### src/rtl/fpga_computer.sv
// SAP-1-class 8-bit/16-word computer with front-panel manual load/inspect and a run mode.
// Six-step T-state sequencer fetches from RAM and executes the IR[7:4] opcode.
module fpga_computer (
    input  logic       CLK,
    input  logic       RESET,
    input  logic [3:0] SEL,
    input  logic [7:0] PRGM_IN,
    input  logic       EN,
    input  logic       GO,
    input  logic       OE,
    input  logic       WE,
    input  logic       PRGM,
    input  logic       HLT,
    output logic [3:0] COUNT,
    output logic [7:0] BUS_OUT,
    output logic [7:0] CURRENT,
    output logic       ON
);
    typedef enum logic [2:0] {T0, T1, T2, T3, T4, T5} tstate_e;
    typedef enum logic [3:0] {
        OP_NOP = 4'h0, OP_LDA = 4'h1, OP_ADD = 4'h2, OP_SUB = 4'h3, OP_STA = 4'h4,
        OP_LDI = 4'h5, OP_JMP = 4'h6, OP_JC  = 4'h7, OP_JZ  = 4'h8,
        OP_OUT = 4'hE, OP_HLT = 4'hF
    } opcode_e;

    logic [3:0] pc_q, pc_d, mar_q, mar_d;
    logic [7:0] ir_q, ir_d, a_q, a_d, b_q, b_d, out_q, out_d, bus_q, bus_d;
    logic       c_q, c_d, z_q, z_d, halted_q, halted_d, go_q;
    tstate_e    t_q, t_d;

    logic [7:0] ram [16];
    logic       ram_we;
    logic [3:0] ram_waddr;
    logic [7:0] ram_wdata, ram_rd;

    opcode_e    opc;
    logic       is_sub;
    logic [8:0] alu_sum;
    logic       wr;
    logic [7:0] wval;

    assign ram_rd = ram[mar_q];
    assign opc    = opcode_e'(ir_q[7:4]);
    assign is_sub = (opc == OP_SUB);
    // Subtract as A + ~B + 1 so bit 8 is the no-borrow flag.
    assign alu_sum = {1'b0, a_q} + {1'b0, (is_sub ? ~b_q : b_q)} + {8'b0, is_sub};

    always_comb begin
        case (SEL)
            4'd0:    CURRENT = {4'b0, pc_q};
            4'd1:    CURRENT = {4'b0, mar_q};
            4'd2:    CURRENT = ram_rd;
            4'd3:    CURRENT = ir_q;
            4'd4:    CURRENT = a_q;
            4'd5:    CURRENT = b_q;
            4'd6:    CURRENT = alu_sum[7:0];
            4'd7:    CURRENT = {6'b0, z_q, c_q};
            4'd8:    CURRENT = out_q;
            4'd9:    CURRENT = bus_q;
            4'd10:   CURRENT = {5'b0, t_q};
            default: CURRENT = '0;
        endcase
    end

    always_comb begin
        pc_d = pc_q;  mar_d = mar_q;  ir_d = ir_q;  a_d = a_q;  b_d = b_q;
        out_d = out_q;  bus_d = bus_q;  c_d = c_q;  z_d = z_q;
        t_d = t_q;  halted_d = halted_q;
        ram_we = 1'b0;  ram_waddr = mar_q;  ram_wdata = a_q;
        wr = PRGM | WE;
        wval = PRGM ? PRGM_IN : bus_q;
        if (!GO) begin
            if (wr) begin
                case (SEL)
                    4'd0: pc_d  = wval[3:0];
                    4'd1: mar_d = wval[3:0];
                    4'd2: begin ram_we = 1'b1; ram_wdata = wval; end
                    4'd3: ir_d  = wval;
                    4'd4: a_d   = wval;
                    4'd5: b_d   = wval;
                    4'd8: out_d = wval;
                    4'd9: bus_d = wval;
                    default: ;
                endcase
            end else if (OE && SEL != 4'd9) begin
                bus_d = CURRENT;
            end
            if (EN && !HLT && !(wr && SEL == 4'd0))
                pc_d = pc_q + 4'd1;
        end else if (!go_q) begin
            t_d = T0;
            halted_d = 1'b0;
        end else if (!HLT && !halted_q) begin
            case (t_q)
                T0: begin mar_d = pc_q; bus_d = {4'b0, pc_q}; t_d = T1; end
                T1: begin ir_d = ram_rd; bus_d = ram_rd; pc_d = pc_q + 4'd1; t_d = T2; end
                T2: begin
                    t_d = T3;
                    case (opc)
                        OP_LDA, OP_ADD, OP_SUB, OP_STA: begin
                            mar_d = ir_q[3:0]; bus_d = {4'b0, ir_q[3:0]};
                        end
                        OP_LDI: begin a_d = {4'b0, ir_q[3:0]}; bus_d = {4'b0, ir_q[3:0]}; end
                        OP_JMP: begin pc_d = ir_q[3:0]; bus_d = {4'b0, ir_q[3:0]}; end
                        OP_JC:  if (c_q) begin pc_d = ir_q[3:0]; bus_d = {4'b0, ir_q[3:0]}; end
                        OP_JZ:  if (z_q) begin pc_d = ir_q[3:0]; bus_d = {4'b0, ir_q[3:0]}; end
                        OP_OUT: begin out_d = a_q; bus_d = a_q; end
                        OP_HLT: halted_d = 1'b1;
                        default: ;
                    endcase
                end
                T3: begin
                    t_d = T4;
                    case (opc)
                        OP_LDA:         begin a_d = ram_rd; bus_d = ram_rd; end
                        OP_ADD, OP_SUB: begin b_d = ram_rd; bus_d = ram_rd; end
                        OP_STA:         begin ram_we = 1'b1; bus_d = a_q; end
                        default: ;
                    endcase
                end
                T4: begin
                    t_d = T5;
                    if (opc == OP_ADD || opc == OP_SUB) begin
                        a_d = alu_sum[7:0];
                        bus_d = alu_sum[7:0];
                        c_d = alu_sum[8];
                        z_d = (alu_sum[7:0] == 8'h00);
                    end
                end
                default: t_d = T0;
            endcase
        end
    end

    always_ff @(posedge CLK or negedge RESET) begin
        if (!RESET) begin
            pc_q <= '0;  mar_q <= '0;  ir_q <= '0;  a_q <= '0;  b_q <= '0;
            out_q <= '0;  bus_q <= '0;  c_q <= 1'b0;  z_q <= 1'b0;
            t_q <= T0;  halted_q <= 1'b0;  go_q <= 1'b0;
        end else begin
            pc_q <= pc_d;  mar_q <= mar_d;  ir_q <= ir_d;  a_q <= a_d;  b_q <= b_d;
            out_q <= out_d;  bus_q <= bus_d;  c_q <= c_d;  z_q <= z_d;
            t_q <= t_d;  halted_q <= halted_d;  go_q <= GO;
        end
    end

    always_ff @(posedge CLK) begin
        if (ram_we) ram[ram_waddr] <= ram_wdata;
    end

    assign COUNT   = pc_q;
    assign BUS_OUT = bus_q;
    assign ON      = GO & ~HLT & ~halted_q;
endmodule

### config.mk
export PLATFORM = sky130hd
export DESIGN_NAME = fpga_computer
export DESIGN_NICKNAME = d
export VERILOG_FILES = /design/src/rtl/fpga_computer.sv
export SDC_FILE = /design/constraint.sdc
export NUM_CORES = 1
export LEC_CHECK = 0
export ABC_AREA = 1
export CAP_MARGIN = 15
export CORE_UTILIZATION = 50
export DETAILED_ROUTE_END_ITERATION = 16
export HOLD_SLACK_MARGIN = 0.03
export PLACE_DENSITY = 0.67
export SYNTH_ARGS = -nofsm -noshare
export SYNTH_HDL_FRONTEND = slang
export SYNTH_SLANG_ARGS = --single-unit
### constraint.sdc
create_clock -name CLK -period 2.5 [get_ports CLK]
set_input_delay 0.625 -clock CLK [delete_from_list [all_inputs] [get_ports CLK]]
set_output_delay 0.625 -clock CLK [all_outputs]
set_load 0.01 [all_outputs]
==> results.md, run 1 <==
Layout:
- The multi-input logic area is 0.004305 mm².
- The count of filler cells inserted in the layout is 1533.
- The combined flip-flop and latch cell area is 0.005221 mm².
- The area growth from synthesis to final layout is 32.11%.
- The area of all placed cells without fillers is 0.01283 mm².
- For this run, the post-layout net count is 1369.
- The repair_antennas step left the layout with diodes totalling 0.
- The post-layout utilization of the core is 67.93%.
- The post-route netlist has 26.05% of its cells at a drive strength greater than 1.

Status:
- The checks that failed: setup timing.
- The flow ran to the end, but the final reports show violations.

Power and ir drop:
- The combinational fraction of design power is 48.4%.
- The worst vdd rail ir drop is 0.5304 mV.
- The internal power summed over all cells is 7.887 mW.
- The fraction of power consumed by sequential logic is 30.4%.
- The ratio of total power to cell area is 1025 mW/mm².
- For this design the static power due to leakage is 5.539 nW.
- The switching power share of the total is 40.06%.
- The portion of total power attributed to the clock network is 21.1%.
- The power spent charging and discharging nets is 5.272 mW.

Route:
- The uppermost layer routed is met4.
- Detailed routing placed a total of 13710 µm of wire on met2.
- In the detailed route, the total length drawn on met3 is 3019 µm.
- The count of unresolved DRC violations after routing is 0.
- The detailed router finished its first iteration with 854 violations.
- The final wirelength is 31340 µm.
- The per-cell via count in the routed design is 5.582.
- The total number of vias is 8993.
- The number of detailed-route iterations in the first pass is 5.
- In this run the remaining antenna-violating nets after routing total 0.
- In the final routing, the length of wire on met1 measures 13690 µm.
- Dividing the detail-routed wire length by the instance count gives 19.45 µm.

STA:
- Measured against its own limit, the worst slew margin works out to 62.78%.
- The final critical-path share of the clock period is 130.5%.
- The final number of max-transition violations is 0.
- Setup repair after global routing could not meet its margin everywhere.
- The hold violation count in the final report came to 0.
- Setup violations remaining at the end of the flow were counted as 14.
- Between clock sinks in the finished design, the worst skew comes to 0.01583 ns.
- Setup slack on the critical path of the routed design comes to -0.7626 ns.
- At the pin with the least slew margin, the transition time is 0.5525 ns.
- The routed design could run at a clock period as short as 3.263 ns.
- The fmax is 306.5 MHz.

Placement:
- The port buffer count is 40.
- The instance area after placement is 0.01164 mm².
- The placer congestion estimate is 0.9925.
- The pre-CTS setup slack is -0.7893 ns.
- The HPWL after detailed placement is 23170 µm.

Setup path:
- The slowest stage of the critical path belongs to the cell sky130_fd_sc_hd__dfrtp_1.
- Traced cell by cell, the critical path runs through nor2_4 > nand2_4 > buf_12 > xor2_1 > ha_1 > nand2_1 > inv_2 > nand4_1 > nand2_1 > nand2_2 > nand3_2 > nand3_2 > buf_6.
- The critical path runs through a total of 13 cells.
- On the critical path the largest part of the delay comes from simple AND/OR/NAND/NOR gates.
- On the worst path, the slowest cell contributes a delay of 0.43 ns.
- For the worst setup path, the data required time is 1.88 ns.
- The type of the setup path with the least slack is reg -> out.
- Data on the critical path arrives at its endpoint at 2.64 ns.
- The worst path buffer plus inverter count is 3.
- The worst setup path is captured at a primary output.
- STA classifies the critical path startpoint as a register.
- The peak fanout along the critical path is 5.
- For the worst flop-to-flop path, the logic depth is 15.

Clock network:
- For this design, the sink count on the clock tree is 183.
- The clock tree root buffer cell is sky130_fd_sc_hd__clkbuf_16.
- The later pin in the worst-skew pair is clocked with a latency of 0.44 ns.
- The total of hold buffers inserted after clock tree synthesis is 0.
- TritonCTS built the clock tree.
- In this run, CTS created clock tree buffers numbering 17.
- The CTS clock-pin slew for the worst setup and hold paths is 0.08 ns.
- The clock tree synthesis step divided the H-tree into 4 levels.
- The maximum clock path buffer count is 2.

Synth:
- The number of cells produced by synthesis is 1129.
- Yosys printed 0 warnings.
- The synthesized netlist net count is 1160.
- The area of the mapped netlist is 0.009716 mm².
- The unique cell type count in the Yosys netlist is 53.
- The mean cell area of the mapped netlist is 8.605 µm².
- Summing the sequential cell areas from Yosys gives 53.73% of the chip area.
- The synthesis-stage register bit count is 183.

Global routing:
- The number of antenna violations at the first check in global routing is 0.
- The remaining global-route overflow is 0.
- The number of global-route vias before repair came to 8419.
- Entering global routing, the biggest net connects 36 pins.
- Global routing used 32.16% of the available tracks.
- The first-pass GRT wire length is 47050 µm.

Floorplan:
- The top-level port count is 41.
- The total core area is 0.01889 mm².
- After floorplanning, the core was divided into 50 placement rows.
- The floorplan step defined a die boundary enclosing 0.01999 mm².
- From bottom edge to top edge, the die measures 141.4 µm.
- Measured along the x axis, the die boundary spans 141.4 µm.
- Once the floorplan was initialized, standard cells occupied 51.42% of the core.

Hold path:
- The worst hold path belongs to the class in -> async.

Job:
- The total of max-cap violations is 0.
## area by class of cell
| type | instances | area share [%] |
|---|---|---|
| Multi-Input combinational cell | 806 | 33.54 |
| Inverter | 110 | 3.256 |
| Clock buffer | 17 | 3.314 |
| Sequential cell | 183 | 40.68 |
| Clock inverter | 15 | 1.501 |
| Timing Repair Buffer | 220 | 15.17 |
| Tap cell | 260 | 2.535 |
## metal layers
metal | GRT usage, % | vias up
li1 | - | 4187
met1 | 46.26 | 4245
met2 | 48.91 | 492
met3 | 6.817 | 69
met4 | 10.13 | 0
met5 | 0 | -
## sequential cells by signal (all words and copies together), names as in the netlist
register	cells
c_q	1
ir_q	8
go_q	1
z_q	1
ram	128
t_q	3
halted_q	1
a_q	8
COUNT	4
mar_q	4
out_q	8
BUS_OUT	8
b_q	8
## through the flow
stage / instances / total power, mW / setup TNS (ns) / hold slack (ns)
floorplan: 1129 / 6.791 / -10.32 / 0.3294
CTS: 1606 / 12.62 / -5.023 / 0.2059
global route: 1611 / 13.82 / -9.941 / 0.2396
finish: 1611 / 13.16 / -5.563 / 0.2106
global placement: 1558 / 9.441 / -99.08 / 0.5275
detailed placement: 1558 / 9.509 / -101.60 / 0.5244
## synthesized netlist by cell type, drive strengths merged
cell type / number / area [µm²]
nand2: 400 / 1535
edfxtp: 128 / 3844
nor2: 114 / 490.5
inv: 109 / 411.7
o21ai: 79 / 399.1
dfrtp: 55 / 1376
nand3: 50 / 262.8
a21oi: 42 / 236.5
nand4: 27 / 168.9
buf: 25 / 180.2
xor2: 13 / 113.9
a22oi: 11 / 82.58
a31oi: 10 / 62.56
ha: 10 / 125.1
o211ai: 9 / 67.56
nor3: 8 / 67.56
o22ai: 6 / 37.54
or2: 6 / 37.54
clkbuf: 5 / 18.77
a21boi: 4 / 30.03
a211oi: 2 / 15.01
nand3b: 2 / 15.01
o2111ai: 2 / 17.52
o221ai: 2 / 17.52
a21o: 1 / 7.510
a221oi: 1 / 26.28
and2: 1 / 6.260
clkinv: 1 / 3.750
fa: 1 / 20.02
nor4: 1 / 6.260
o21bai: 1 / 7.510
o311ai: 1 / 8.760
o31ai: 1 / 7.510
o32ai: 1 / 8.760
## kinds of logic (layout without fill, tap and decap cells)
logic type | Yosys count | in the layout | synth area share, %
and+or+nand+nor | 609 | 609 | 26.66
DFF | 183 | 183 | 53.73
AOI/OAI and AO/OA | 173 | 173 | 10.62
buffers and inverters | 140 | 362 | 6.323
xor gates and xnor gates | 13 | 13 | 1.172
adders and majority gates | 11 | 11 | 1.494
## what timing repair did
| action | CTS | global route |
|---|---|---|
| buffers inserted | 17 | 9 |
| resized for setup | 76 | 62 |
| endpoints found under the setup margin | 138 | 147 |
| pin swaps | 31 | 41 |
| cloned | 0 | 0 |
## cell usage in the layout (no fill, tap or decap), drive strengths merged, types with 11 or more instances in the layout
cell / Yosys / final
inv: 109 / 117
o21ai: 79 / 79
nand2: 400 / 400
a22oi: 11 / 11
nor2: 114 / 114
dfrtp: 55 / 55
edfxtp: 128 / 128
a21oi: 42 / 42
clkbuf: 5 / 18
buf: 25 / 189
nand3: 50 / 50
nand4: 27 / 27
xor2: 13 / 13
clkdlybuf4s50: 0 / 26
## power groups by stage
stage / clock [mW] / sequential (mW) / combinational (mW)
floorplan: 0 / 4.06 / 2.73
global placement: 0 / 4.03 / 5.41
detailed placement: 0 / 4.04 / 5.47
CTS: 2.81 / 3.99 / 5.82
global route: 2.93 / 4.03 / 6.86
finish: 2.78 / 4.00 / 6.37
## worst paths after layout
kind	start	slack (ns)	end
setup reg to reg	ir_q[6]	-0.21	z_q
hold reg to reg	halted_q	0.55	halted_q
hold / removal	RESET	0.21	COUNT[2]
min in group CLK	halted_q	0.55	halted_q
setup / recovery	ir_q[6]	-0.76	CURRENT[5]
max in group asynchronous	RESET	1.97	b_q[2]
Note: power is estimated with default switching activity, not from simulation.
==> run 2, diff against run 1 <==
CORE_UTILIZATION = 25   (was 50)
PLACE_DENSITY = 0.38   (was 0.67)
==> results.md, run 2 (synthesis gave the netlist of run 1 again) <==
Status:
- The flow ran to the end, but the final reports show violations.
- The final reports fail on setup timing.

Setup path:
- At the worst endpoint, the required time is 1.88 ns.
- The nature of the critical path endpoint is a primary output.
- The startpoint identified for the worst register-to-register timing path is ir_q[7].
- The arrival time reported for the critical path endpoint is 2.65 ns.
- The type of the setup path with the least slack is reg -> out.
- Setup slack on the worst reg-to-reg path comes out at -0.11 ns.
- The endpoint identified for the worst register-to-register timing path is z_q.
- Of all nets on the critical path, the largest fanout is 6.
- The kind of launch point of the worst setup path is a register.
- The depth of the most critical reg-to-reg path is 17.

STA:
- After layout, the minimum clock period comes to 3.280 ns.
- Setup repair after global routing could not meet its margin everywhere.
- Setup violations remaining at the end of the flow were counted as 12.
- After layout, the worst path uses 131.2% of the clock period.
- The measured slew at the worst slew-check pin is 0.5173 ns.
- In the final timing run, aggregate negative setup slack is -5.671 ns.
- The worst setup slack after layout is -0.7795 ns.
- The final number of max-transition violations is 0.
- The fmax is 304.9 MHz.
- On the final layout, the worst hold slack is 0.1692 ns.
- The hold violation count in the final report is 0.
- The worst pin sits at a relative slew slack of 65.25%.
- Clock skew on the completed layout was measured at 0.01147 ns.

Clock network:
- The deepest level of the CTS H-tree is 4.
- The clock tree from TritonCTS is built.
- Buffers inserted during clock tree synthesis total 17.
- The CTS clock-pin slew for the worst setup and hold paths is 0.07 ns.
- The clock tree root buffer cell is sky130_fd_sc_hd__clkbuf_16.
- Clock latency on the worst-skew pair, taken at its later pin, is 0.45 ns.
- The clock drives 183 sinks.
- The longest clock path from root to sink contains 2 buffers.
- For this design, the CTS-stage hold fixing added 0 buffers.

Route:
- The detailed router placed 8617 vias in this run.
- The final wirelength is 37190 µm.
- The number of detailed-route iterations in the first pass is 5.
- The post-detailed-route wirelength per cell is 19.58 µm.
- Once detail routing completed, the nets flagged for antenna violations numbered 0.
- The detailed router's first-iteration violation count is 563.
- In the routed layout, each cell is associated on average with a via count of 4.538.
- For this run, design rule violations remaining after detail routing come to 0.

Layout:
- The register with the most flip-flops in the layout has 128 of them.
- In the final design database the tool counted 1407 nets.
- Of the cells placed in the final design, the portion with a size suffix greater than 1 is 29.03%.
- The count of filler cells inserted in the layout is 3983.
- The register bank with the most flops is ram.
- From synthesis to final layout, the design area changed by 39.50%.
- The commonest non-fill, non-tap cell in the layout is sky130_fd_sc_hd__nand2_1.
- The top cell types in the final layout, fill and taps aside, are sky130_fd_sc_hd__nand2_1, sky130_fd_sc_hd__buf_4, sky130_fd_sc_hd__edfxtp_1.
- The post-layout utilization of the core is 35.73%.
- The antenna diode instance count is 0.

Global routing:
- The number of global-route vias before repair is 8741.
- The first global-routing pass estimated 55560 µm of wire.
- Summed over all layers, the global routing overflow is 0.
- Entering global routing, the biggest net connects 56 pins.
- The global-route usage over all layers is 19.51%.
- The number of antenna violations at the first check in global routing was 0.

Power and ir drop:
- For this design the total switching power over the nets is 5.544 mW.
- The worst vdd rail ir drop is 0.5169 mV.
- The total leakage power is 5.765 nW.
- Total power for the finished layout comes to 13.65 mW.
- The fraction of power consumed by sequential logic is 29.5%.
- Power spread over the standard cell area amounts to 1007 mW/mm².
- The clock network burns 19.5% of the power.
- In this run switching power makes up 40.63% of total power.
- The internal power summed over all cells is 8.101 mW.
- The combinational fraction of design power is 51.0%.

Placement:
- Port buffering added 40 buffers.
- The HPWL after detailed placement is 28110 µm.
- The congestion estimate from routability-driven global placement came to 0.9212.
- At the placement stage, the worst setup path has a slack of -0.8523 ns.

Hold path:
- The path class of the tightest hold or removal check is in -> async.

Floorplan:
- The area enclosed by the die boundary is 0.03965 mm².
- The region available for standard cell placement spans 0.03793 mm².
- For this configuration, the core starts out at a cell density of 25.61%.
- The vertical die dimension is 199.1 µm.
- The width of the die is 199.1 µm.
- The number of cell rows is 71.
- In this run the count of I/O pins placed on the die edge is 41.

Job:
- Max-cap violations in this run came to 0.
==> run 2: critical path, cell delays in order, from the launching register on <==
cell and delay (ns):
sky130_fd_sc_hd__dfrtp_1 0.40, sky130_fd_sc_hd__nor2_4 0.14, sky130_fd_sc_hd__nand2_4 0.11, sky130_fd_sc_hd__buf_8 0.17
sky130_fd_sc_hd__xor2_4 0.16, sky130_fd_sc_hd__fa_2 0.44, sky130_fd_sc_hd__xor2_2 0.19, sky130_fd_sc_hd__a22oi_2 0.16
sky130_fd_sc_hd__nand3_1 0.11, sky130_fd_sc_hd__nor2_2 0.10, sky130_fd_sc_hd__o21ai_2 0.07, sky130_fd_sc_hd__buf_2 0.15
==> run 2: per-stage QoR <==
stage          cells  cell area, µm²
5_1_grt         1899           13550
6_report        1899           13550
3_5_place_dp    1838           12220
2_1_floorplan   1129            9739
3_3_place_gp    1838           12220
4_1_cts         1893           13240
==> run 2: how the worst max path moves through the flow <==
| stage | end | slack (ns) | cells past startpoint | startpoint |
|---|---|---|---|---|
| after floorplan | ram[0][0] | -0.08 | 6 | GO |
| after global placement | CURRENT[7] | -0.85 | 12 | SEL[1] |
| after detailed placement | CURRENT[7] | -0.85 | 12 | SEL[1] |
| after CTS | CURRENT[2] | -0.83 | 11 | ir_q[6] |
| after global routing | CURRENT[2] | -0.90 | 12 | ir_q[7] |
| final | CURRENT[2] | -0.78 | 11 | ir_q[7] |
==> run 2: timing repair <==
action	CTS	global route
setup endpoints to repair	140	149
resized for setup	108	65
pin swaps	46	49
buffers inserted	25	8
==> run 2: routing by layer <==
metal  track usage (%)  up-vias  wire length, µm
met3             2.059       43              998
met5                 0        -                0
li1                  -     4258                -
met4             6.638        0              946
met2             33.99      163            18440
met1             25.03     4153            16800
==> run 2: power groups by stage <==
stage | sequential [mW] | clock, mW | combinational [mW]
after floorplan | 4.06 | 0 | 2.73
after global placement | 4.09 | 0 | 6.00
after detailed placement | 4.09 | 0 | 5.95
after CTS | 4.02 | 2.74 | 6.58
after global routing | 4.05 | 2.84 | 7.60
final | 4.02 | 2.67 | 6.95
==> run 2: layout make-up <==
| class | instances | area [µm²] | area share, % |
|---|---|---|---|
| inverters | 110 | 420.4 | 3.102 |
| well taps | 511 | 639.4 | 4.718 |
| flip-flops and latches | 183 | 5221 | 38.52 |
| clock inverters | 14 | 136.4 | 1.006 |
| clock buffers | 17 | 425.4 | 3.139 |
| multi-input cells | 806 | 4365 | 32.21 |
| repair buffers | 258 | 2345 | 17.30 |
==> run 3, diff against run 2 <==
PLACE_DENSITY = 0.41   (was 0.38)
==> results.md, run 3 (synthesis gave the netlist of run 1 again) <==
Status:
- The run finished, with violations left.
- The final reports fail on setup timing.

Layout:
- Fill cells in the final layout number 3916.
- The library cell used most frequently in the layout, excluding fill and tap cells, is sky130_fd_sc_hd__nand2_1.
- The multi-input logic area is 0.004382 mm².
- The final layout contains 1421 nets.
- Summing all flip-flop and latch instances after layout gives 0.005223 mm².
- The area growth from synthesis to layout is 40.75%.
- The register with the most flip-flops in the final layout is ram.
- The library cells used most frequently in the layout, excluding fill and tap cells, are sky130_fd_sc_hd__nand2_1, sky130_fd_sc_hd__buf_4, sky130_fd_sc_hd__edfxtp_1.
- Of the cells placed in the final design, the portion with a size suffix greater than 1 is 28.37%.
- The flip-flop count of the largest register after layout is 128.
- 0 antenna diodes ended up in the layout.

STA:
- The worst path uses 131.7% of the clock period.
- The count of final setup violators is 10.
- The post-route minimum period is 3.292 ns.
- The final total negative setup slack is -5.878 ns.
- Timing would allow up to 303.7 MHz.
- The final number of max-transition violations was 0.
- The post-route clock skew is 0.01011 ns.
- Headroom to the max-slew limit came out at 58.43%.
- Setup repair after global routing could not meet its margin everywhere.
- The measured slew at the worst slew-check pin is 0.6170 ns.
- The hold violation count in the final report is 0.
- In the post-route analysis, the smallest setup slack over all paths is -0.7923 ns.

Floorplan:
- From bottom edge to top edge, the die measures 199.1 µm.
- The effective utilization at floorplan is 25.61%.
- The top-level port count is 41.
- The initialized floorplan defines 71 standard-cell rows.
- The total core area is 0.03793 mm².
- The floorplan step defined a die boundary enclosing 0.03965 mm².
- The width of the die is 199.1 µm.

Global routing:
- The remaining global-route overflow is 0.
- The number of antenna violations at the first check in global routing was 2.
- The global-route usage over all layers is 19.33%.
- The number of global-route vias before repair came to 8569.
- Entering global routing, the biggest net connects 36 pins.
- The first global-routing pass estimated 54780 µm of wire.

Setup path:
- The delay of the slowest critical-path stage is 0.45 ns.
- For the worst setup path, the data required time is 1.88 ns.
- In this run the worst path has a maximum fanout of 5.
- STA classifies the critical path startpoint as a register.
- The worst setup path is captured at a primary output.
- At the worst endpoint, the arrival time is 2.67 ns.
- The most used cell along the critical path is sky130_fd_sc_hd__nand2_2.
- The type of the setup path with the least slack is reg -> out.
- Traced cell by cell, the critical path runs through nor2_4 > nand2_8 > xor2_4 > fa_2 > nand3_2 > nand2_2 > xor2_2 > nand2_1 > nand3b_1 > inv_1 > nand2_2 > buf_6.
- Grouping stages by cell kind, the critical path spends the most delay in simple AND/OR/NAND/NOR gates.
- The slowest stage of the critical path is the sky130_fd_sc_hd__fa_2 cell.
- The critical path contains buffers and inverters numbering 2 combined.

Clock network:
- No sink is reached through more buffers than the 2 on the longest clock path.
- The number of buffers created by CTS is 17.
- The total of hold buffers inserted after clock tree synthesis is 0.
- TritonCTS built the clock tree.
- The H-tree generated during clock tree synthesis spans 4 levels.
- The clock drives 183 sinks.
- The CTS clock-pin slew for the worst setup and hold paths is 0.08 ns.
- The clock tree root buffer cell is sky130_fd_sc_hd__clkbuf_16.
- At the later pin of the worst-skew pair, clock insertion delay measures 0.45 ns.

Job:
- The total of max-cap violations is 0.

Power and ir drop:
- The worst vdd rail ir drop is 0.4438 mV.
- Power spread over the standard cell area amounts to 1028 mW/mm².
- The total leakage power is 5.830 nW.
- Net switching is 40.37% of the power.
- Combinational logic burns 51.0% of the power.
- Sequential cells account for 28.7% of the total power.
- The clock network is responsible for 20.4% of the overall power.
- The internal portion of the total power is 8.384 mW.
- The power spent charging and discharging nets is 5.676 mW.
- The completed layout was analyzed and its total power is 14.06 mW.

Placement:
- The placer congestion estimate is 0.9334.
- The port buffer count is 40.
- The HPWL after detailed placement is 28460 µm.

Route:
- The count of unresolved DRC violations after routing is 0.
- Using the TritonRoute via totals, the vias-per-cell ratio works out to 4.594.
- The detailed router's first-iteration violation count is 597.
- The detail route stage leaves a number of antenna-violating nets equal to 0.
- The post-detailed-route wirelength per cell is 19.48 µm.
- The total number of vias is 8792.
- The final wirelength is 37280 µm.
- The pre-antenna-repair detailed-routing pass consisted of 5 iterations.

Hold path:
- The path category of the worst min-delay check is in -> async.
[run 3: final timing paths]
path	endpoint	slack (ns)	start	cells after the start
worst min-delay path	BUS_OUT[2]	0.17	RESET	1
worst max register to register	BUS_OUT[1]	-0.54	ir_q[7]	20
worst min register to register	z_q	0.56	z_q	2
min in group CLK	z_q	0.56	z_q	2
max in group asynchronous	BUS_OUT[4]	1.70	RESET	2
worst max-delay path	CURRENT[4]	-0.79	ir_q[7]	12
[run 3: what timing repair did]
item | in CTS | in global routing
cloned | 1 | 0
gates resized for setup | 75 | 85
buffers inserted | 15 | 12
setup endpoints to repair | 138 | 149
pin swaps | 24 | 46
[run 3: layout make-up]
type / instances / share of cell area [%]
Clock buffer: 17 / 3.111
Multi-Input combinational cell: 807 / 32.04
Timing Repair Buffer: 271 / 17.59
Clock inverter: 15 / 1.336
Tap cell: 511 / 4.676
Sequential cell: 183 / 38.19
Inverter: 110 / 3.056
[run 3: per-stage QoR]
step | instances | instance area (µm²) | hold WS [ns] | setup WS, ns | util, %
floorplan | 1129 | 9739 | 0.3294 | -0.08015 | -
global placement | 1857 | 12310 | 0.5187 | -0.8541 | 32.46
detailed placement | 1857 | 12310 | 0.5327 | -0.8773 | 32.46
CTS | 1905 | 13230 | 0.1768 | -0.7964 | 34.87
global route | 1914 | 13670 | 0.1971 | -0.9004 | 36.05
finish | 1914 | 13670 | 0.1665 | -0.7923 | 36.05
[run 3: metal layers]
metal / part of all wire [%] / wire (µm) / global-route usage, %
met5: 0.035 / 13 / 0
met1: 47 / 17410 / 26.23
met4: 3.2 / 1199 / 7.635
met3: 4.0 / 1474 / 2.937
met2: 46 / 17180 / 30.78
[run 3: power by group through the flow]
stage / clock (mW) / sequential, mW / combinational (mW)
5_1_grt: 3.02 / 4.06 / 7.73
6_report: 2.86 / 4.03 / 7.17
2_1_floorplan: 0 / 4.06 / 2.73
3_3_place_gp: 0 / 4.07 / 6.15
3_5_place_dp: 0 / 4.08 / 6.11
4_1_cts: 2.91 / 4.02 / 6.54
